### src/rtl/rs232_receiver.sv
// rs232_receiver: 8N1 asynchronous serial receiver with mid-bit sampling.
// The raw line is double-flopped, and a start bit is confirmed at half a bit.
// Data and stop bits are then sampled one full bit period apart. Each good
// byte is presented with a one-cycle data_valid strobe. A low stop bit gives
// a one-cycle frame_error strobe, and the receiver then waits for the line to
// return high before it looks for the next start bit.
module rs232_receiver #(
  parameter int CLKS_PER_BIT = 434,
  parameter int CNT_WIDTH    = 16
) (
  input  logic       clk,
  input  logic       reset_n,
  input  logic       rxd,
  output logic [7:0] data_out,
  output logic       data_valid,
  output logic       frame_error,
  output logic       busy,
  output logic [2:0] state
);

  typedef enum logic [2:0] {
    ST_IDLE      = 3'd0,
    ST_START     = 3'd1,
    ST_DATA      = 3'd2,
    ST_STOP      = 3'd3,
    ST_WAIT_IDLE = 3'd4
  } state_e;

  localparam int HALF = CLKS_PER_BIT / 2;
  // Last count of the half-bit start check and of a full bit period
  localparam logic [CNT_WIDTH-1:0] HALF_LAST = CNT_WIDTH'(HALF - 1);
  localparam logic [CNT_WIDTH-1:0] BIT_LAST  = CNT_WIDTH'(CLKS_PER_BIT - 1);
  localparam logic [CNT_WIDTH-1:0] CNT_ZERO  = CNT_WIDTH'(0);
  localparam logic [CNT_WIDTH-1:0] CNT_ONE   = CNT_WIDTH'(1);

  logic [1:0]           sync_q;
  logic                 rxd_s;
  state_e               state_q;
  logic [CNT_WIDTH-1:0] cnt_q;
  logic [2:0]           bit_idx_q;
  logic [7:0]           shift_q;
  logic [7:0]           data_out_q;
  logic                 data_valid_q;
  logic                 frame_error_q;

  // Two-flop synchroniser for the asynchronous serial line (resets to idle-high)
  always_ff @(posedge clk or negedge reset_n) begin
    if (!reset_n) begin
      sync_q <= 2'b11;
    end else begin
      sync_q <= {sync_q[0], rxd};
    end
  end

  assign rxd_s = sync_q[1];

  // Receive FSM: bit timing, shift register and registered strobes
  always_ff @(posedge clk or negedge reset_n) begin
    if (!reset_n) begin
      state_q       <= ST_IDLE;
      cnt_q         <= CNT_ZERO;
      bit_idx_q     <= 3'd0;
      shift_q       <= 8'h00;
      data_out_q    <= 8'h00;
      data_valid_q  <= 1'b0;
      frame_error_q <= 1'b0;
    end else begin
      data_valid_q  <= 1'b0;
      frame_error_q <= 1'b0;
      case (state_q)
        ST_IDLE: begin
          cnt_q <= CNT_ZERO;
          if (rxd_s == 1'b0) begin
            state_q <= ST_START;
          end else begin
            state_q <= ST_IDLE;
          end
        end
        ST_START: begin
          if (cnt_q == HALF_LAST) begin
            cnt_q <= CNT_ZERO;
            if (rxd_s == 1'b0) begin
              state_q   <= ST_DATA;
              bit_idx_q <= 3'd0;
            end else begin
              // The line went back high too early: treat it as a glitch
              state_q <= ST_IDLE;
            end
          end else begin
            cnt_q <= cnt_q + CNT_ONE;
          end
        end
        ST_DATA: begin
          if (cnt_q == BIT_LAST) begin
            cnt_q     <= CNT_ZERO;
            shift_q   <= {rxd_s, shift_q[7:1]};
            bit_idx_q <= bit_idx_q + 3'd1;
            if (bit_idx_q == 3'd7) begin
              state_q <= ST_STOP;
            end else begin
              state_q <= ST_DATA;
            end
          end else begin
            cnt_q <= cnt_q + CNT_ONE;
          end
        end
        ST_STOP: begin
          if (cnt_q == BIT_LAST) begin
            // Leaving here at mid stop bit leaves half a bit to catch the next start
            cnt_q <= CNT_ZERO;
            if (rxd_s == 1'b1) begin
              data_out_q   <= shift_q;
              data_valid_q <= 1'b1;
              state_q      <= ST_IDLE;
            end else begin
              frame_error_q <= 1'b1;
              state_q       <= ST_WAIT_IDLE;
            end
          end else begin
            cnt_q <= cnt_q + CNT_ONE;
          end
        end
        ST_WAIT_IDLE: begin
          cnt_q <= CNT_ZERO;
          if (rxd_s == 1'b1) begin
            state_q <= ST_IDLE;
          end else begin
            state_q <= ST_WAIT_IDLE;
          end
        end
        default: begin
          // Codes 5 to 7 are unused and fall back to IDLE
          state_q   <= ST_IDLE;
          cnt_q     <= CNT_ZERO;
          bit_idx_q <= 3'd0;
        end
      endcase
    end
  end

  assign data_out    = data_out_q;
  assign data_valid  = data_valid_q;
  assign frame_error = frame_error_q;
  assign state       = state_q;
  assign busy        = (state_q != ST_IDLE);

endmodule

### config.mk
export PLATFORM = sky130hd
export DESIGN_NAME = rs232_receiver
export DESIGN_NICKNAME = d
export VERILOG_FILES = /design/src/rtl/rs232_receiver.sv
export SDC_FILE = /design/constraint.sdc
export NUM_CORES = 1
export LEC_CHECK = 0
export ABC_AREA = 1
export ABC_CLOCK_PERIOD_IN_PS = 1500
export CAP_MARGIN = 20
export CELL_PAD_IN_SITES_DETAIL_PLACEMENT = 0
export CELL_PAD_IN_SITES_GLOBAL_PLACEMENT = 1
export CORE_MARGIN = 2
export CORE_UTILIZATION = 35
export DETAILED_ROUTE_END_ITERATION = 7
export PLACE_DENSITY = 0.64
export RECOVER_POWER = 50
export SLEW_MARGIN = 20
export SYNTH_ARGS = -nofsm -noshare
export SYNTH_HDL_FRONTEND = slang
export SYNTH_SLANG_ARGS = --single-unit
### constraint.sdc
create_clock -name clk -period 1.5 [get_ports clk]
set_input_delay 0.45 -clock clk [delete_from_list [all_inputs] [get_ports clk]]
set_output_delay 0.45 -clock clk [all_outputs]
set_load 0.1 [all_outputs]
Word-level counts from Yosys, hierarchy flattened
Index checks and enable logic that the tools add are counted.
{"block": "totals", "input_bits": 3, "regBits": 42, "wordCells": 51, "output_inout_bits": 14}
{"block": "op_classes", "mux": 21, "n_reduce_logical": 8, "eq_ne": 11, "addsub": 2, "bitwise": 1}
{"operator": "two-way mux 16 bit", "count": 2}
{"operator": "one-hot mux 16 bit (2 select lines)", "count": 1}
{"operator": "two-way mux 3 bit", "count": 7}
{"operator": "adder 16 x 1 -> 16 bit (second input constant)", "count": 1}
{"operator": "equality test 16 x 8 -> 1 bit (second input constant)", "count": 1}
{"operator": "equality test 16 x 9 -> 1 bit (second input constant)", "count": 1}
{"operator": "one-hot mux 3 bit (5 select lines)", "count": 1}
{"operator": "one-hot mux 3 bit (3 select lines)", "count": 1}
{"operator": "two-way mux 1 bit", "count": 8}
{"operator": "inequality test 2 bit (second input constant)", "count": 4}
{"operator": "equality test 3 x 2 -> 1 bit (second input constant)", "count": 2}
{"operator": "equality test 3 bit (second input constant)", "count": 2}
{"operator": "AND reduction 3 bit", "count": 2}
{"operator": "AND reduction 4 bit", "count": 1}
{"operator": "adder 3 x 1 -> 3 bit (second input constant)", "count": 1}
{"operator": "equality test 3 x 1 -> 1 bit (second input constant)", "count": 1}
{"operator": "zero test 3 bit", "count": 1}
{"operator": "nonzero test 3 bit", "count": 1}
{"operator": "OR reduction 3 bit", "count": 1}
{"operator": "two-way mux 2 bit", "count": 1}
{"operator": "AND reduction 2 bit", "count": 1}
{"operator": "OR reduction 2 bit", "count": 1}
{"operator": "NOT 1 bit", "count": 1}

Depth between registers and ports, before layout
Gate-level depths: netlist of run 1.
{"block": "logic_depth", "word_depth": 4, "ltp_mapped": 10, "ltp_nobuf": 10}

Worst setup path before layout of run 1
No wires, ideal clock.
{"block": "synth_timing", "path_type": "reg2out", "from": "register state_q[2], in the netlist state[2]", "to": "output busy", "path_slack_ns": -0.744, "t_arrival_ns": 1.794, "t_required_ns": 1.050, "path_buffers": 0, "stages_incl_launch_ff": 3, "path_cell_list": "dfrtp_1 inv_1 nand2_1"}
{"block": "synth_between", "elab_chain_len": 1}
{"item": "start, declared", "line_no": "38", "text": "state_e state_q;"}
{"item": "start signal, assigned", "line_no": "60", "text": "state_q <= ST_IDLE;"}
{"item": "start signal, assigned", "line_no": "74", "text": "state_q <= ST_START;"}
{"item": "start signal, assigned", "line_no": "76", "text": "state_q <= ST_IDLE;"}
{"item": "nonzero test 3 bit", "line_no": "145", "text": "assign busy = (state_q != ST_IDLE);"}
{"item": "end, declared", "line_no": "17", "text": "output logic busy,"}
No other way between the ends.

Worst setup path in the final report of run 1
{"block": "layout_timing", "from": "register state_q[1], in the netlist state[1]", "to": "output busy"}
Same word-level chain as after synthesis.

==> results of run 1 <==
per-layer routing:
layer,vias up,track usage [%]
met4,0,3.50
li1,837,-
met2,21,20.9
met1,792,18.0
met5,-,0
met3,6,3.80
repair_timing:
item                       in CTS  in global routing
gates resized for setup         9                 60
setup buffers                   3                  9
cloned                          0                  6
pin swaps                       2                 18
setup endpoints to repair      19                 42
flip-flops by register name, indices dropped and copies added (netlist names):
signal       cells
data_out         8
sync_q           2
frame_error      1
state            3
bit_idx_q        3
cnt_q           16
shift_q          8
data_valid       1
kinds of logic after synthesis:
kind of cell,after synthesis,synth area share (%)
AND/OR/NAND/NOR,124,29.2
AO/OA/AOI/OAI,22,6.67
buffers and inverters,35,7.85
XOR/XNOR,10,4.10
flip-flops,42,49.3
adder cells (fa/ha/maj),5,2.93
report_power, final:
group	switching [mW]	total, mW	internal [mW]
Sequential	0.00230	1.14	1.14
Clock	0.443	0.779	0.337
Combinational	0.0260	0.0319	0.00588
worst max-delay path, delay by kind of cell (launching register included):
kind / cells / cell delay [ns]
AND/OR/NAND/NOR: 2 / 0.21
flip-flops: 1 / 0.51
buffers and inverters: 1 / 0.16
final timing paths:
kind / startpoint / end / slack (ns)
max: state[1] / busy / -0.13
min: reset_n / cnt_q[11] / 0.11
max reg2reg: cnt_q[1] / state[0] / -0.10
min reg2reg: sync_q[0] / sync_q[1] / 0.36
max in group asynchronous: reset_n / state[2] / 0.42
min in group clk: sync_q[0] / sync_q[1] / 0.36
layout make-up:
class	instances	area, sq um	area share (%)
multi-input combinational	164	1150	36.7
timing repair inverter	3	62.6	2.00
tap	75	93.8	3.00
timing repair buffer	43	529	16.9
clock buffer	5	68.8	2.20
clock inverter	3	25.0	0.799
inverter	32	135	4.31
sequential	42	1070	34.1
synthesized netlist by cell type (2+ instances only):
master	n	share of area (%)
dfstp_2	2	2.5
xor2_1	8	3.3
o21ai_2	8	3.3
clkinv_1	2	0.35
dfrtp_1	40	47
nor2_2	2	0.59
nor2_4	11	5.8
xnor2_1	2	0.82
a21oi_1	2	0.47
nand2_4	4	2.1
buf_6	2	1.1
nor2_1	26	4.6
ha_1	5	2.9
inv_1	27	4.7
o21ai_0	11	2.6
nand3_1	9	2.1
nor3_1	4	0.94
nand2_2	2	0.59
inv_2	2	0.35
nand2_1	64	11
==> results.py, run 1 <==
metrics = {
    "global_routing": {
        "grt_pass1_wl_mm": 6.80,
        "antenna_found_initial": 0,
        "grt_use_total_pct": 13.3,
        "grt_overflow_total": 0,
        "grt_pass1_vias": 1487,
        "grt_max_degree": 34,
    },
    "routing": {
        "drc_errors": 0,
        "drt-met1-wl_mm": 2.07,
        "vias": 1656,
        "wl_mm": 4.73,
        "dr_wl_met2_mm": 2.45,
        "post_drt_wl_per_cell_microns": 12.9,
        "viasPerCell": 4.51,
        "drt_iter0_drc": 80,
        "drtAntennaViolNets": 0,
        "routed.top_layer": "met4",
        "drt-pass1-iter-count": 4,
        "wl_met3_microns": 151,
    },
    "synth": {
        "seq_area_frac_synth_pct": 49.3,
        "synthArstFlopShare_pct": 100,
        "synth_flop_cell": "dfrtp_1",
        "ys_ff_latch": 42,
        "syn_inst": 238,
        "syn_area_sq_um": 2140,
        "yosysUniqueCellTypes": 25,
        "synth_edf_count": 0,
        "synth_fp_nets": 246,
        "yosys_warnings": 0,
        "syn_avg_cell_area_sq_um": 8.98,
    },
    "clocking": {
        "clk_latency_ns": 0.30,
        "cts_tree": "done",
        "cts-root-buf": "clkbuf_8",
        "cts_max_level": 2,
        "postCtsHoldBufs": 0,
        "clock_sinks": 42,
        "path_clk_slew_ns": 0.09,
        "clock_path_buffers": 2,
        "cts_made_buffers": 5,
    },
    "cells_and_area": {
        "nets": 299,
        "final_cell_mix": "nand2_1 (53), dfrtp_1 (35), inv_1 (22), buf_4 (22), nor2_4 (21)",
        "finalNonFillerCells": 367,
        "finish.instance_area_sq_um": 3130,
        "final_layout_size_suffix_gt1_share_pct": 44.5,
        "final_common_cell": "nand2_1",
        "syn2layout_area_growth_pct": 46.5,
        "n_fill_cell": 547,
        "fin_util_pct": 52.9,
        "n_antenna_cell": 0,
    },
    "power_and_ir_drop": {
        "power_mw": 1.95,
        "leakage_nw": 1.42,
        "power_density_nw_per_um2": 623,
        "vdd_drop_max_v": 0.000535,
    },
    "timing": {
        "finalSetupTns_ns": -1.10,
        "fin_crit_ns": 1.63,
        "slew_viol_final": 0,
        "rsz0062_at_grt": "yes",
        "min_period_over_period_pct": 108,
        "setup_viol": 29,
        "max_slew.worst_pin.slew_ns": 0.582,
        "fmax_ghz": 0.614,
        "hold_viol": 0,
        "whs_ns": 0.114,
        "fin_ws_ns": -0.127,
        "maxSlewHeadroom_pct": 61.2,
        "clock_skew_ns": 0.00694,
    },
    "worst_setup_path": {
        "critical_path.cell_chain": "nor2_4 > nand2_4 > buf_12",
        "slowest_stage": "dfrtp_4",
        "cp.required_ns": 1.05,
        "max_stage_delay_ns": 0.51,
        "arrival_ns": 1.18,
        "cp-end-kind": "output port",
        "reg2reg_depth": 10,
        "cp-start-kind": "flip-flop",
        "crit_fanout": 2,
        "crit_type": "reg2out",
    },
    "place": {
        "hpwl_mm": 2.92,
        "portBuffers": 16,
        "numPlacedInstances": 341,
        "routabilityCongestion": 0.777,
        "place_area_sq_um": 2640,
        "dpl_worst_slack_ns": -0.0612,
    },
    "floorplan": {
        "die_x_microns": 82.1,
        "rows": 28,
        "pin_count": 17,
        "die-area_sq_um": 6750,
        "initial_core_util_pct": 36.1,
        "die_h_microns": 82.1,
        "core_area_sq_um": 5920,
    },
    "job": {
        "maxCapViolations": 0,
    },
    "outcome": {
        "status": "finished with violations",
        "violations": "negative setup slack",
    },
    "min_path": {
        "hold_class": "in2async",
    },
}
No activity file was read; power rests on OpenSTA's default activity.
==> run 2, diff against run 1 <==
- HOLD_SLACK_MARGIN: default -> 0.1
- PLACE_DENSITY: 0.64 -> 0.7
==> run 2 against run 1 <==
Net effect:
- the flow still finishes with violations (negative setup slack)
- sequential share of layout area shrank 0.36 points
- critical path depth is the same
- non-clock buffer count shrank 2
- largest power group unchanged
- highest routed layer unchanged
- combinational power grew 3%
- clock power grew 18%
- largest cell class unchanged
==> results.py, run 2 (same netlist as run 1, synthesis figures left out) <==
metrics = {
    "cells_and_area": {
        "n_fill_cell": 520,
        "top_register": "cnt_q",
        "final_cell_mix": "nand2_1 (48), dfrtp_1 (34), inv_1 (20), nor2_4 (20), buf_4 (19)",
        "n_antenna_cell": 0,
        "syn2layout_area_growth_pct": 48.3,
        "final_layout_size_suffix_gt1_share_pct": 47.2,
        "largest_reg_flops": 16,
        "nets": 297,
        "final_common_cell": "nand2_1",
    },
    "timing": {
        "slew_viol_final": 0,
        "clock_skew_ns": 0.00888,
        "finalSetupTns_ns": -0.599,
        "min_period_over_period_pct": 109,
        "fin_crit_ns": 1.63,
        "hold_viol": 0,
        "setup_viol": 15,
        "rsz0062_at_grt": "yes",
        "maxSlewHeadroom_pct": 40.0,
        "fin_ws_ns": -0.133,
        "fmax_ghz": 0.613,
        "max_slew.worst_pin.slew_ns": 0.900,
    },
    "outcome": {
        "violations": "negative setup slack",
        "status": "finished with violations",
    },
    "worst_setup_path": {
        "max_stage_delay_ns": 0.51,
        "cp-start-kind": "flip-flop",
        "critical_path.cell_chain": "nor2_4 > nand2_4 > buf_12",
        "critPathTopFamily": "flip-flops",
        "cp-end-kind": "output port",
        "cp.buffers_inverters": 1,
        "arrival_ns": 1.18,
        "crit_fanout": 2,
        "crit_type": "reg2out",
        "slowest_stage": "dfrtp_4",
        "cp.required_ns": 1.05,
    },
    "power_and_ir_drop": {
        "power_mw": 2.09,
        "leakage_nw": 1.44,
        "power_density_nw_per_um2": 659,
        "vdd_drop_max_v": 0.000516,
    },
    "place": {
        "dpl_worst_slack_ns": -0.0836,
        "hpwl_mm": 2.88,
        "routabilityCongestion": 0.819,
        "portBuffers": 16,
    },
    "routing": {
        "drc_errors": 0,
        "post_drt_wl_per_cell_microns": 12.6,
        "wl_met3_microns": 116,
        "drt-met1-wl_mm": 2.13,
        "drtAntennaViolNets": 0,
        "drt-pass1-iter-count": 4,
        "routed.top_layer": "met4",
        "vias": 1647,
        "dr_wl_met2_mm": 2.31,
        "viasPerCell": 4.51,
        "wl_mm": 4.61,
        "drt_iter0_drc": 64,
    },
    "clocking": {
        "clock_path_buffers": 2,
        "postCtsHoldBufs": 0,
        "path_clk_slew_ns": 0.09,
        "clk_latency_ns": 0.30,
        "cts-root-buf": "clkbuf_8",
        "cts_tree": "done",
        "cts_max_level": 2,
        "cts_made_buffers": 5,
        "clock_sinks": 42,
    },
    "global_routing": {
        "grt_max_degree": 27,
        "grt_use_total_pct": 14.7,
        "grt_overflow_total": 0,
        "grt_pass1_wl_mm": 7.50,
        "antenna_found_initial": 0,
        "grt_pass1_vias": 1603,
    },
    "floorplan": {
        "initial_core_util_pct": 36.1,
        "rows": 28,
        "die_h_microns": 82.1,
        "die-area_sq_um": 6750,
        "die_x_microns": 82.1,
        "core_area_sq_um": 5920,
        "pin_count": 17,
    },
    "min_path": {
        "hold_class": "in2async",
    },
    "job": {
        "maxCapViolations": 0,
    },
}
==> run 2: final cells by class <==
cell class	instances	area, sq um	area share, %
Multi-Input combinational cell	164	1210	38.1
Timing Repair inverter	3	52.6	1.66
Clock inverter	3	43.8	1.38
Sequential cell	42	1070	33.7
Inverter	32	135	4.26
Clock buffer	5	68.8	2.17
Timing Repair Buffer	41	500	15.8
Tap cell	75	93.8	2.96
==> run 2: repair_timing <==
item                       CTS  global route
gates resized for setup     10            77
cloned                       1             5
setup endpoints to repair   21            41
pin swaps                    5            26
setup buffers                4             6
==> run 2: worst paths after layout <==
path / slack [ns] / start / cells past startpoint / endpoint
max reg2reg: -0.09 / cnt_q[1] / 10 / state[0]
min reg2reg: 0.36 / sync_q[0] / 0 / sync_q[1]
min: 0.25 / reset_n / 2 / shift_q[1]
min in group clk: 0.36 / sync_q[0] / 0 / sync_q[1]
max: -0.13 / state[1] / 3 / busy
max in group asynchronous: 0.50 / reset_n / 2 / state[2]
==> run 2: metrics by stage <==
stage          util (%)  hold slack (ns)  area, sq um  std cells
2_1_floorplan         -            0.154         2170        238
3_3_place_gp       44.4            0.347         2630        341
3_5_place_dp       44.4            0.347         2630        341
4_1_cts            47.6            0.102         2820        354
5_1_grt            53.5            0.305         3170        365
6_report           53.5            0.252         3170        365
==> run 2: power breakdown <==
part,internal [mW],total [mW],switching (mW)
registers,1.14,1.14,0.00249
logic,0.00633,0.0328,0.0265
clock network,0.499,0.916,0.417
==> run 2: per-layer routing <==
metal	global-route usage (%)	vias up
li1	-	834
met1	20.3	789
met2	22.7	16
met3	3.48	8
met4	5.00	0
met5	0	-
==> run 3, diff against run 2 <==
- ABC_CLOCK_PERIOD_IN_PS: 1500 -> 2000
- PLACE_DENSITY: 0.7 -> 0.68
- REMOVE_ABC_BUFFERS: default -> 1
- clock period: 1.5 -> 2 ns (I/O delays scaled with it)
==> run 3 against run 2 <==
Net effect:
- the flow now finishes without violations
- combinational power fell by 32%
- flip-flop and latch count unchanged
- non-clock buffer count shrank 22
- via count decreased by 11%
- total power is 30% lower
- final area fell by 20%
- global-route usage decreased by 1.3 points
- clock-buffer cell count did not move
- worst hold slack improved by 0.11 ns
- clock skew decreased by 0.0014 ns
- utilization down 11 points
==> results.py, run 3 (same netlist as run 1, synthesis figures left out) <==
metrics = {
    "outcome": {
        "status": "finished, final reports clean",
    },
    "cells_and_area": {
        "top_register": "cnt_q",
        "final_common_cell": "nand2_1",
        "final_layout_size_suffix_gt1_share_pct": 20.2,
        "n_antenna_cell": 0,
        "nets": 269,
        "largest_reg_flops": 16,
        "fin_util_pct": 42.8,
        "final_cell_mix": "nand2_1 (65), dfrtp_1 (40), inv_1 (27), nor2_1 (27)",
        "finish.instance_area_sq_um": 2530,
        "syn2layout_area_growth_pct": 18.5,
        "finalNonFillerCells": 337,
    },
    "worst_setup_path": {
        "crit_type": "reg2out",
        "critical_path.cell_chain": "nor2_1 > nand2_1 > buf_12",
        "cp.required_ns": 1.40,
        "cp-end-kind": "output port",
        "cp-start-kind": "flip-flop",
        "arrival_ns": 1.22,
        "cp.buffers_inverters": 1,
        "r2r_setup_slack_ns": 0.25,
        "slowest_stage": "dfrtp_1",
        "r2r_end": "state[0]",
        "crit_fanout": 4,
        "critPathTopFamily": "flip-flops",
        "reg2reg_depth": 9,
        "r2r_start": "cnt_q[0]",
        "crit_start": "state[1]",
        "max_stage_delay_ns": 0.45,
    },
    "floorplan": {
        "die-area_sq_um": 6750,
        "die_h_microns": 82.1,
        "rows": 28,
        "pin_count": 17,
        "core_area_sq_um": 5920,
        "die_x_microns": 82.1,
        "initial_core_util_pct": 36.1,
    },
    "clocking": {
        "clock_path_buffers": 2,
        "cts_tree": "done",
        "postCtsSetupBuffers": 0,
        "postCtsHoldBufs": 0,
        "cts-root-buf": "clkbuf_8",
        "clk_latency_ns": 0.30,
        "cts_resized": 0,
        "cts_made_buffers": 5,
        "cts_max_level": 2,
        "path_clk_slew_ns": 0.09,
        "clock_sinks": 42,
    },
    "global_routing": {
        "antenna_found_initial": 0,
        "grt_pass1_vias": 1498,
        "grt_use_total_pct": 13.4,
        "grt_max_degree": 20,
        "grt_pass1_wl_mm": 6.90,
        "grt_overflow_total": 0,
    },
    "routing": {
        "vias": 1468,
        "drc_errors": 0,
        "drt_iter0_drc": 76,
        "wl_mm": 3.75,
        "drt-pass1-iter-count": 4,
        "post_drt_wl_per_cell_microns": 11.1,
        "drtAntennaViolNets": 0,
        "viasPerCell": 4.36,
    },
    "power_and_ir_drop": {
        "power_density_nw_per_um2": 577,
        "vdd_drop_max_v": 0.000376,
        "leakage_nw": 1.20,
        "power_mw": 1.46,
    },
    "place": {
        "hpwl_mm": 2.78,
        "numPlacedInstances": 329,
        "portBuffers": 16,
        "routabilityCongestion": 0.786,
        "dpl_worst_slack_ns": 0.372,
        "place_area_sq_um": 2510,
    },
    "min_path": {
        "holdPathStages": 0,
        "min_from": "sync_q[0]",
        "hold_class": "reg2reg",
        "hold_end": "sync_q[1]",
    },
    "timing": {
        "rsz0062_at_grt": "no",
        "min_period_over_period_pct": 90.8,
        "slew_viol_final": 0,
        "fin_ws_ns": 0.184,
        "maxSlewHeadroom_pct": 32.1,
        "fmax_ghz": 0.551,
        "fin_crit_ns": 1.82,
        "hold_viol": 0,
        "max_slew.worst_pin.slew_ns": 1.02,
        "setup_viol": 0,
        "finalSetupTns_ns": 0,
        "clock_skew_ns": 0.00746,
        "whs_ns": 0.359,
    },
    "job": {
        "maxCapViolations": 0,
    },
}
## run 3: changes by cell type in the layout (fill, tap and decap cells not counted), sizes merged
cell	change
bufinv	-1
clkdlybuf4s50	-1
buf	-27
dlygate4sd3	+1
clkinv	-2
nor2	-3
clkbuf	+5
clkinvlp	+1
inv	-1
## run 3: area by class of cell
cell class,count,area (sq um)
clock buffer,5,68.8
clock inverter,3,25.0
fill,588,3390
inverter,32,125
multi-input combinational,161,906
sequential,42,1050
tap,75,93.8
timing repair buffer,19,260
## run 3: report_power, final
group / switching (mW) / internal (mW)
clock: 0.333 / 0.252
sequential: 0.00139 / 0.852
combinational: 0.0185 / 0.00381
## run 3: worst max path at each step
| stage | endpoint | slack, ns | cells after the start |
|---|---|---|---|
| finish | busy | 0.18 | 3 |
| CTS | busy | 0.16 | 3 |
| global route | state[0] | 0.08 | 9 |
| floorplan | busy | -0.39 | 2 |
| detailed placement | state[0] | 0.37 | 9 |
| global placement | state[0] | 0.40 | 9 |
## run 3: layer usage
| layer | global-route usage [%] | vias up | routed length, microns |
|---|---|---|---|
| li1 | - | 769 | - |
| met1 | 19.0 | 682 | 1900 |
| met2 | 20.0 | 12 | 1720 |
| met3 | 3.15 | 5 | 96 |
| met4 | 4.50 | 0 | 36 |
| met5 | 0 | - | 0 |
